### src/rtl/letc_core_stage_m.sv
// rtl/letc_core_stage_m.sv - memory stage: data-bus load/store sequencing and writeback register

package riscv_pkg;
    typedef logic [31:0] word_t;
    typedef logic [4:0]  reg_idx_t;
endpackage

package letc_core_pkg;
    import riscv_pkg::*;

    typedef enum logic [1:0] {
        MEM_OP_NOP   = 2'd0,
        MEM_OP_LOAD  = 2'd1,
        MEM_OP_STORE = 2'd2
    } memory_op_e;

    // Access size is a raw 2-bit field so the illegal encoding 2'b11 stays representable.
    localparam logic [1:0] MEM_SIZE_BYTE = 2'b00;
    localparam logic [1:0] MEM_SIZE_HALF = 2'b01;
    localparam logic [1:0] MEM_SIZE_WORD = 2'b10;

    typedef struct packed {
        logic       valid;
        reg_idx_t   rd_idx;
        logic       rd_we;
        word_t      alu_result;
        word_t      rs2_rdata;
        memory_op_e memory_op;
        logic [1:0] memory_size;
        logic       memory_signed;
    } e_to_m_s;

    typedef struct packed {
        logic     valid;
        reg_idx_t rd_idx;
        logic     rd_we;
        word_t    alu_result;
        word_t    memory_rdata;
    } m_to_w_s;
endpackage

module letc_core_stage_m
    import riscv_pkg::*;
    import letc_core_pkg::*;
(
    input  logic       i_clk,
    input  logic       i_rst_n,
    input  e_to_m_s    i_e_to_m,
    input  logic       i_stall,
    input  logic       i_flush,
    output m_to_w_s    o_m_to_w,
    output logic       o_busy,
    output logic       o_mem_fault,
    output logic       o_dmem_req_valid,
    input  logic       i_dmem_req_ready,
    output logic [31:0] o_dmem_addr,
    output logic       o_dmem_wen,
    output logic [3:0] o_dmem_wstrb,
    output logic [31:0] o_dmem_wdata,
    input  logic       i_dmem_rsp_valid,
    input  logic [31:0] i_dmem_rdata
);

    typedef enum logic [1:0] {IDLE, REQ, WAIT, DRAIN} state_e;

    state_e  state_q, state_d;
    e_to_m_s txn_q;
    logic    rsp_held_q;
    word_t   rsp_data_q;
    m_to_w_s out_q;
    logic    fault_q;

    logic    accept;
    logic    is_memop;
    logic    misaligned;
    logic    deliver;
    logic    hold_rsp;
    m_to_w_s payload;

    function automatic word_t load_extract(input word_t raw, input logic [1:0] off,
                                           input logic [1:0] size, input logic sgn);
        word_t sh;
        sh = raw >> {off, 3'b000};
        case (size)
            MEM_SIZE_BYTE: return {{24{sgn & sh[7]}}, sh[7:0]};
            MEM_SIZE_HALF: return {{16{sgn & sh[15]}}, sh[15:0]};
            default:       return sh;
        endcase
    endfunction

    function automatic logic [3:0] lane_strobe(input logic [1:0] size, input logic [1:0] off);
        case (size)
            MEM_SIZE_BYTE: return 4'b0001 << off;
            MEM_SIZE_HALF: return 4'b0011 << {off[1], 1'b0};
            default:       return 4'b1111;
        endcase
    endfunction

    function automatic word_t lane_data(input logic [1:0] size, input word_t rs2);
        case (size)
            MEM_SIZE_BYTE: return {4{rs2[7:0]}};
            MEM_SIZE_HALF: return {2{rs2[15:0]}};
            default:       return rs2;
        endcase
    endfunction

    assign accept   = (state_q == IDLE) && i_e_to_m.valid && !i_stall && !i_flush;
    assign is_memop = (i_e_to_m.memory_op != MEM_OP_NOP);
    assign misaligned = ((i_e_to_m.memory_size == MEM_SIZE_HALF) && i_e_to_m.alu_result[0])
                     || ((i_e_to_m.memory_size == MEM_SIZE_WORD) && (i_e_to_m.alu_result[1:0] != 2'b00))
                     || (i_e_to_m.memory_size == 2'b11);

    // Next state, writeback payload, and whether a stalled response must be parked.
    always_comb begin
        state_d  = state_q;
        deliver  = 1'b0;
        hold_rsp = 1'b0;
        payload  = '0;
        if (state_q == IDLE) begin
            payload.valid      = 1'b1;
            payload.rd_idx     = i_e_to_m.rd_idx;
            payload.rd_we      = i_e_to_m.rd_we;
            payload.alu_result = i_e_to_m.alu_result;
        end else begin
            payload.valid      = txn_q.valid;
            payload.rd_idx     = txn_q.rd_idx;
            payload.rd_we      = txn_q.rd_we;
            payload.alu_result = txn_q.alu_result;
            if (txn_q.memory_op == MEM_OP_LOAD) begin
                payload.memory_rdata = load_extract(rsp_held_q ? rsp_data_q : i_dmem_rdata,
                                                    txn_q.alu_result[1:0], txn_q.memory_size,
                                                    txn_q.memory_signed);
            end
        end
        case (state_q)
            IDLE: begin
                if (accept) begin
                    if (!is_memop) begin
                        deliver = 1'b1;
                    end else if (!misaligned) begin
                        state_d = REQ;
                    end
                end
            end
            REQ: begin
                if (i_flush) begin
                    state_d = i_dmem_req_ready ? DRAIN : IDLE;
                end else if (i_dmem_req_ready) begin
                    state_d = WAIT;
                end
            end
            WAIT: begin
                if (i_flush) begin
                    // A response already in hand (or arriving now) means nothing is left to drain.
                    state_d = (rsp_held_q || i_dmem_rsp_valid) ? IDLE : DRAIN;
                end else if (rsp_held_q || i_dmem_rsp_valid) begin
                    if (!i_stall) begin
                        deliver = 1'b1;
                        state_d = IDLE;
                    end else if (!rsp_held_q) begin
                        hold_rsp = 1'b1;
                    end
                end
            end
            DRAIN: begin
                if (i_dmem_rsp_valid) begin
                    state_d = IDLE;
                end
            end
            default: state_d = IDLE;
        endcase
    end

    // State register and captured transaction.
    always_ff @(posedge i_clk or negedge i_rst_n) begin
        if (!i_rst_n) begin
            state_q <= IDLE;
            txn_q   <= '0;
            fault_q <= 1'b0;
        end else begin
            state_q <= state_d;
            fault_q <= accept && is_memop && misaligned;
            if (accept) begin
                txn_q <= i_e_to_m;
            end
        end
    end

    // Parks a load response that arrives while writeback is stalled.
    always_ff @(posedge i_clk or negedge i_rst_n) begin
        if (!i_rst_n) begin
            rsp_held_q <= 1'b0;
            rsp_data_q <= '0;
        end else if (hold_rsp) begin
            rsp_held_q <= 1'b1;
            rsp_data_q <= i_dmem_rdata;
        end else if (state_d != WAIT) begin
            rsp_held_q <= 1'b0;
        end
    end

    // Writeback register: holds under stall, flush clears valid.
    always_ff @(posedge i_clk or negedge i_rst_n) begin
        if (!i_rst_n) begin
            out_q <= '0;
        end else if (deliver) begin
            out_q <= payload;
        end else if (i_flush || !i_stall) begin
            out_q.valid <= 1'b0;
        end
    end

    assign o_m_to_w         = out_q;
    assign o_busy           = (state_q != IDLE);
    assign o_mem_fault      = fault_q;
    assign o_dmem_req_valid = (state_q == REQ);
    assign o_dmem_addr      = o_dmem_req_valid ? {txn_q.alu_result[31:2], 2'b00} : 32'h0;
    assign o_dmem_wen       = o_dmem_req_valid && (txn_q.memory_op == MEM_OP_STORE);
    assign o_dmem_wstrb     = o_dmem_req_valid ? lane_strobe(txn_q.memory_size, txn_q.alu_result[1:0]) : 4'b0000;
    assign o_dmem_wdata     = o_dmem_req_valid ? lane_data(txn_q.memory_size, txn_q.rs2_rdata) : 32'h0;

endmodule
### config.mk
export PLATFORM = sky130hd
export DESIGN_NAME = letc_core_stage_m
export DESIGN_NICKNAME = d
export VERILOG_FILES = /design/src/rtl/letc_core_stage_m.sv
export SDC_FILE = /design/constraint.sdc
export NUM_CORES = 1
export LEC_CHECK = 0
export ABC_AREA = 1
export CELL_PAD_IN_SITES_DETAIL_PLACEMENT = 2
export CELL_PAD_IN_SITES_GLOBAL_PLACEMENT = 2
export CORE_MARGIN = 10
export CORE_UTILIZATION = 29
export DETAILED_ROUTE_END_ITERATION = 8
export HOLD_SLACK_MARGIN = 0.02
export PLACE_DENSITY = 0.86
export SETUP_SLACK_MARGIN = 0.1
export SKIP_CTS_REPAIR_TIMING = 1
export SYNTH_ARGS = -nofsm -noshare
export SYNTH_HDL_FRONTEND = slang
export SYNTH_SLANG_ARGS = --single-unit
### constraint.sdc
create_clock -name i_clk -period 3.5 [get_ports i_clk]
set_input_delay 0.35 -clock i_clk [delete_from_list [all_inputs] [get_ports i_clk]]
set_output_delay 0.35 -clock i_clk [all_outputs]
set_load 0.01 [all_outputs]
==> key figures, run 1 <==
Clock tree
  • CTS tree: yes
  • TritonCTS Sinks: 183
  • Clock Latency Late Sink: 0.45 ns
  • Clock root buffer master: sky130_fd_sc_hd__clkbuf_16
  • H-tree depth reported by CTS: 4
  • Clock transition at the registers of the reported paths: 0.08 ns
  • Number of buffers on the longest clock path: 2
  • Total clock buffers created by CTS: 17

Routing
  • Routed len/inst: 22.02 microns
  • Metal1 wirelength: 15470 microns
  • Iter 0 DRT Violations: 455
  • Via Count: 8881
  • Final routed wirelength across all metal layers: 39400 microns
  • Top routing layer in use: met5
  • DRC violation count after routing: 0
  • Average via count per standard cell: 4.964
  • Antenna viol nets, final: 0
  • First-pass iteration count of the detailed router: 4
  • Total met2 wirelength after detailed routing: 20040 microns
  • Sum of met3 wire segment lengths after detailed routing: 2984 microns

Critical path
  • FF-to-FF path depth: 9
  • Worst reg-to-reg setup slack: 1.05 ns
  • CP Capture Type: output pin
  • Critical R2R Launch: rsp_held_q
  • Cell Chain, Critical Path: clkinv_1, buf_4, o21ai_0, a21oi_1, clkdlybuf4s50_1
  • Worst path max stage delay: 0.65 ns
  • Top cell family by delay on the critical path: buffers and inverters
  • Required @ worst endpoint: 3.15 ns
  • Reg2reg end: o_m_to_w[11]
  • Type of origin of the critical path: flip-flop
  • Cell with the largest stage delay on the worst path: sky130_fd_sc_hd__dfrtp_1
  • Crit path max fanout: 25
  • WP buf/inv: 3
  • Type of the worst setup path: reg2out
  • Worst Path Arrival: 2.76 ns

Power
  • Highest ir drop seen on vdd: 349.6 uV
  • Final total power: 7.285 mW
  • Total power divided by cell area: 590.2 nW/um^2
  • LEAKAGE: 5.789 nW

Run status
  • Violated checks: negative hold slack
  • Result of the run: finished, violations left

Logic synthesis
  • Cell type with the highest aggregate area in the netlist: sky130_fd_sc_hd__dfrtp_1
  • Number of synthesized register bits: 183
  • Cell area after synthesis: 8866 sq um
  • FFs w/ async S/R, synth: 1.000
  • Predominant post-synthesis flop cell: sky130_fd_sc_hd__dfrtp_1
  • Post-synthesis average cell area: 7.623 sq um
  • Post-synth EDFFs: 0
  • Number of warnings printed during yosys synthesis: 0
  • Dominant cells by area after synthesis: sky130_fd_sc_hd__dfrtp_1, sky130_fd_sc_hd__nand2_1, sky130_fd_sc_hd__nor2_1, sky130_fd_sc_hd__o21ai_0, sky130_fd_sc_hd__inv_1
  • Sequential fraction of the synthesis area: 0.5165
  • Top cell type's share of synthesized area: 0.5165
  • Cells after synthesis: 1163
  • Count of unique library cells instantiated by Yosys: 28

Final layout
  • Most common cell after layout, fill and taps aside: sky130_fd_sc_hd__nand2_1
  • Final-stage net count: 1496
  • Share of layout cells above drive strength 1: 0.05806
  • Leading cell types in the layout, fill and taps excluded: sky130_fd_sc_hd__nand2_1, sky130_fd_sc_hd__clkdlybuf4s50_1, sky130_fd_sc_hd__dfrtp_1
  • Filler Cell Count: 3370
  • P&R area growth vs syn: 39.23%
  • Final core utilization: 0.4132

Floorplan
  • Floorplan die area: 37970 sq um
  • Core Box Area: 29870 sq um
  • X dimension of the die: 194.9 microns
  • Floorplan row count: 63
  • Floorplan die height: 194.9 microns
  • Effective utilization at floorplan: 0.2968
  • I/O pin count: 257

Timing
  • Transition time of the tightest slew-check pin: 1.039 ns
  • Worst clock skew: 0.01384 ns
  • Final worst hold slack: -0.03671 ns
  • Number of setup violations in the final report: 0
  • Final sum of negative setup slack: 0 ns
  • Worst-case headroom to the max-slew limit: 0.3063
  • Max-slew violation count: 0
  • RSZ-0062 raised after global routing: no
  • Clock period minus worst slack: 3.107 ns
  • Final hold viol count: 7
  • Highest clock rate: 321.9 MHz
  • Share of the clock period used by the worst path: 0.8877

Min path
  • Hold Crit Class: in2async

Global route
  • Maximum number of pins on one net before global-route repair: 88
  • First-pass GRT wire length: 61150 microns
  • Remaining global-route overflow: 0
  • Initial antenna violation count: 9
  • Via count of the first global-routing pass: 10180
  • Total routing usage reported by global routing: 0.2048

Place
  • HPWL after detailed placement: 28400 microns
  • GP Congestion: 0.8023
  • # port buffers: 254

Job
  • Max capacitance violation total: 0
-- registers in the layout (all words and copies together) (netlist names) --
signal       flops
rsp_data_q      32
txn_q           76
o_m_to_w        71
o_mem_fault      1
rsp_held_q       1
state_q          2
-- metal layers --
metal	track usage	vias to the layer above
li1	-	4132
met1	0.2260	4473
met2	0.3538	212
met3	0.07882	52
met4	0.06706	12
met5	0	-
-- where the power goes --
| group | internal (mW) | switching, mW |
|---|---|---|
| registers | 2.62 | 0.374 |
| logic | 0.957 | 1.27 |
| clock network | 1.06 | 1.00 |
| total | 4.64 | 2.65 |
-- logic make-up after synthesis --
group / share of synthesized area
compound gates: 0.1084
other cells: 0.0004230
flops: 0.5165
mux: 0.02032
simple gates: 0.2830
buf+inv: 0.07141
-- cells in the mapped netlist (2+ instances only) --
| master | n |
|---|---|
| sky130_fd_sc_hd__nand2_1 | 447 |
| sky130_fd_sc_hd__dfrtp_1 | 183 |
| sky130_fd_sc_hd__nor2_1 | 121 |
| sky130_fd_sc_hd__o21ai_0 | 89 |
| sky130_fd_sc_hd__inv_1 | 75 |
| sky130_fd_sc_hd__nand3_1 | 54 |
| sky130_fd_sc_hd__a31oi_1 | 39 |
| sky130_fd_sc_hd__clkbuf_1 | 33 |
| sky130_fd_sc_hd__a21oi_1 | 32 |
| sky130_fd_sc_hd__buf_2 | 32 |
| sky130_fd_sc_hd__mux2_2 | 16 |
| sky130_fd_sc_hd__o22ai_1 | 8 |
| sky130_fd_sc_hd__o211ai_1 | 6 |
| sky130_fd_sc_hd__buf_4 | 4 |
| sky130_fd_sc_hd__inv_2 | 3 |
| sky130_fd_sc_hd__nand2_2 | 3 |
| sky130_fd_sc_hd__nor3_1 | 3 |
| sky130_fd_sc_hd__buf_6 | 2 |
| sky130_fd_sc_hd__nand2_4 | 2 |
| sky130_fd_sc_hd__nand4_1 | 2 |
| sky130_fd_sc_hd__nor2_2 | 2 |
-- stage by stage --
step | instance area, sq um | hold slack [ns] | setup slack [ns] | instances
6_report | 12340 | -0.03671 | 0.3930 | 1789
4_1_cts | 12330 | -0.004080 | 0.2520 | 1785
5_1_grt | 12340 | 0.02376 | 0.1629 | 1787
3_5_place_dp | 11720 | 0.4686 | 0.7688 | 1753
2_1_floorplan | 8870 | 0.05441 | 1.883 | 1164
3_3_place_gp | 11720 | 0.4575 | 0.8713 | 1753
-- worst max-delay path by stage --
| stage | from | end | slack (ns) | cells past startpoint |
|---|---|---|---|---|
| after floorplan | state_q[0] | o_dmem_wdata[15] | 1.88 | 6 |
| after detailed placement | txn_q[2] | o_dmem_wdata[31] | 0.77 | 6 |
| final | txn_q[2] | o_dmem_wdata[22] | 0.39 | 5 |
| after CTS | txn_q[2] | o_dmem_wdata[31] | 0.25 | 5 |
| after global routing | txn_q[2] | o_dmem_wdata[29] | 0.16 | 6 |
| after global placement | txn_q[2] | o_dmem_wdata[27] | 0.87 | 6 |
-- cell type report --
type                    count  area (sq um)  area share
well taps                 390         488.0     0.03953
repair buffers            270          2691      0.2180
multi-input cells         831          3665      0.2969
clock inverters            13         156.4     0.01267
clock buffers              19         452.9     0.03669
flip-flops and latches    183          4579      0.3710
diodes                      4         10.01   0.0008109
inverters                  79         301.5     0.02443
Power figures use the tool's default switching activity.
==> inputs of run 2 (changes only) <==
HOLD_SLACK_MARGIN = 0.06   (was 0.02)
==> key figures, run 2 (synthesized netlist as in run 1, its figures left out) <==
Floorplan
  • Floorplan row count: 63
  • Effective utilization at floorplan: 0.2968
  • Core Box Area: 29870 sq um
  • I/O pin count: 257
  • X dimension of the die: 194.9 microns
  • Floorplan die height: 194.9 microns
  • Floorplan die area: 37970 sq um

Routing
  • Average via count per standard cell: 4.972
  • Iter 0 DRT Violations: 407
  • Metal1 wirelength: 15590 microns
  • Final routed wirelength across all metal layers: 39460 microns
  • Top routing layer in use: met5
  • Sum of met3 wire segment lengths after detailed routing: 3001 microns
  • DRC violation count after routing: 0
  • Total met2 wirelength after detailed routing: 19950 microns
  • Antenna viol nets, final: 0
  • First-pass iteration count of the detailed router: 4
  • Routed len/inst: 22.04 microns
  • Via Count: 8900

Timing
  • Max-slew violation count: 0
  • Final hold viol count: 0
  • Final sum of negative setup slack: 0 ns
  • Number of setup violations in the final report: 0
  • Transition time of the tightest slew-check pin: 1.049 ns
  • Clock period minus worst slack: 3.115 ns
  • Final worst hold slack: 0.4294 ns
  • Highest clock rate: 321.0 MHz
  • Worst clock skew: 0.01405 ns
  • RSZ-0062 raised after global routing: no
  • Share of the clock period used by the worst path: 0.8900
  • Worst-case headroom to the max-slew limit: 0.2998

Critical path
  • Worst Path Arrival: 2.76 ns
  • Cell with the largest stage delay on the worst path: sky130_fd_sc_hd__dfrtp_1
  • Top cell family by delay on the critical path: buffers and inverters
  • Reg2reg end: o_m_to_w[11]
  • Required @ worst endpoint: 3.15 ns
  • CP Capture Type: output pin
  • FF-to-FF path depth: 9
  • Crit path max fanout: 25
  • Type of origin of the critical path: flip-flop
  • WP buf/inv: 3
  • Cell Chain, Critical Path: clkinv_1, buf_4, o21ai_0, a21oi_1, clkdlybuf4s50_1
  • Worst path max stage delay: 0.66 ns
  • Critical R2R Launch: rsp_held_q
  • Worst reg-to-reg setup slack: 1.06 ns
  • Type of the worst setup path: reg2out

Power
  • Total power divided by cell area: 590.1 nW/um^2
  • Final total power: 7.290 mW
  • Highest ir drop seen on vdd: 349.3 uV
  • LEAKAGE: 5.793 nW

Clock tree
  • CTS tree: yes
  • TritonCTS Sinks: 183
  • Total clock buffers created by CTS: 17
  • Clock transition at the registers of the reported paths: 0.08 ns
  • Clock root buffer master: sky130_fd_sc_hd__clkbuf_16
  • H-tree depth reported by CTS: 4
  • Number of buffers on the longest clock path: 2
  • Clock Latency Late Sink: 0.45 ns

Place
  • # port buffers: 254
  • HPWL after detailed placement: 28400 microns
  • GP Congestion: 0.8023

Global route
  • Maximum number of pins on one net before global-route repair: 88
  • First-pass GRT wire length: 61150 microns
  • Total routing usage reported by global routing: 0.2048
  • Remaining global-route overflow: 0
  • Initial antenna violation count: 9
  • Via count of the first global-routing pass: 10180

Min path
  • Hold path start: i_e_to_m[22]
  • Hold Crit Class: in2reg
  • Hold endpoint: txn_q[22]
  • Depth of the worst hold-timing path: 3

Final layout
  • Most common cell after layout, fill and taps aside: sky130_fd_sc_hd__nand2_1
  • Final-stage net count: 1497
  • Leading cell types in the layout, fill and taps excluded: sky130_fd_sc_hd__nand2_1, sky130_fd_sc_hd__clkdlybuf4s50_1, sky130_fd_sc_hd__dfrtp_1
  • Share of layout cells above drive strength 1: 0.05802
  • Number of flip-flops under the largest register name: 76
  • P&R area growth vs syn: 39.34%
  • Biggest register: txn_q

Job
  • Max capacitance violation total: 0

Run status
  • Result of the run: finished, final reports clean
-- run 2: layout make-up --
| cell class | instances | area [sq um] |
|---|---|---|
| fillers | 3368 | 17520 |
| well taps | 390 | 488.0 |
| diodes | 4 | 10.01 |
| flip-flops and latches | 183 | 4579 |
| clock inverters | 13 | 156.4 |
| inverters | 79 | 301.5 |
| multi-input cells | 831 | 3665 |
| clock buffers | 19 | 452.9 |
| repair buffers | 271 | 2701 |
-- run 2: worst reg2reg max path, cell delays in order (launching register included) --
cell	delay, ns
sky130_fd_sc_hd__dfrtp_1	0.36
sky130_fd_sc_hd__buf_4	0.38
sky130_fd_sc_hd__nor2_1	0.14
sky130_fd_sc_hd__nand3b_1	0.20
sky130_fd_sc_hd__nand2_2	0.10
sky130_fd_sc_hd__buf_4	0.38
sky130_fd_sc_hd__nand2_2	0.31
sky130_fd_sc_hd__inv_2	0.32
sky130_fd_sc_hd__nand2_1	0.11
sky130_fd_sc_hd__nand2_1	0.08
-- run 2: per-layer routing --
layer / global-route usage / vias to the layer above
met5: 0 / -
met4: 0.06706 / 12
met3: 0.07882 / 51
met2: 0.3538 / 209
met1: 0.2260 / 4491
li1: - / 4137
-- run 2: worst max-delay path by stage --
| stage | start | to | slack, ns | cells past startpoint |
|---|---|---|---|---|
| 2_1_floorplan | state_q[0] | o_dmem_wdata[15] | 1.88 | 6 |
| 3_3_place_gp | txn_q[2] | o_dmem_wdata[27] | 0.87 | 6 |
| 3_5_place_dp | txn_q[2] | o_dmem_wdata[31] | 0.77 | 6 |
| 4_1_cts | txn_q[2] | o_dmem_wdata[31] | 0.25 | 5 |
| 5_1_grt | txn_q[2] | o_dmem_wdata[29] | 0.16 | 6 |
| 6_report | txn_q[2] | o_dmem_wdata[22] | 0.39 | 5 |
-- run 2: metrics by stage --
stage          instances  setup WS [ns]  utilization  instance area (sq um)
2_1_floorplan       1164          1.883            -                   8870
3_3_place_gp        1753         0.8713       0.3923                  11720
3_5_place_dp        1753         0.7688       0.3923                  11720
4_1_cts             1785         0.2520       0.4127                  12330
5_1_grt             1788         0.1629       0.4134                  12350
6_report            1790         0.3851       0.4135                  12350
-- run 2: power breakdown --
group / internal, mW / switching [mW] / total, mW
combinational: 0.958 / 1.27 / 2.23
sequential: 2.62 / 0.375 / 2.99
clock: 1.06 / 1.00 / 2.06
total: 4.64 / 2.65 / 7.29
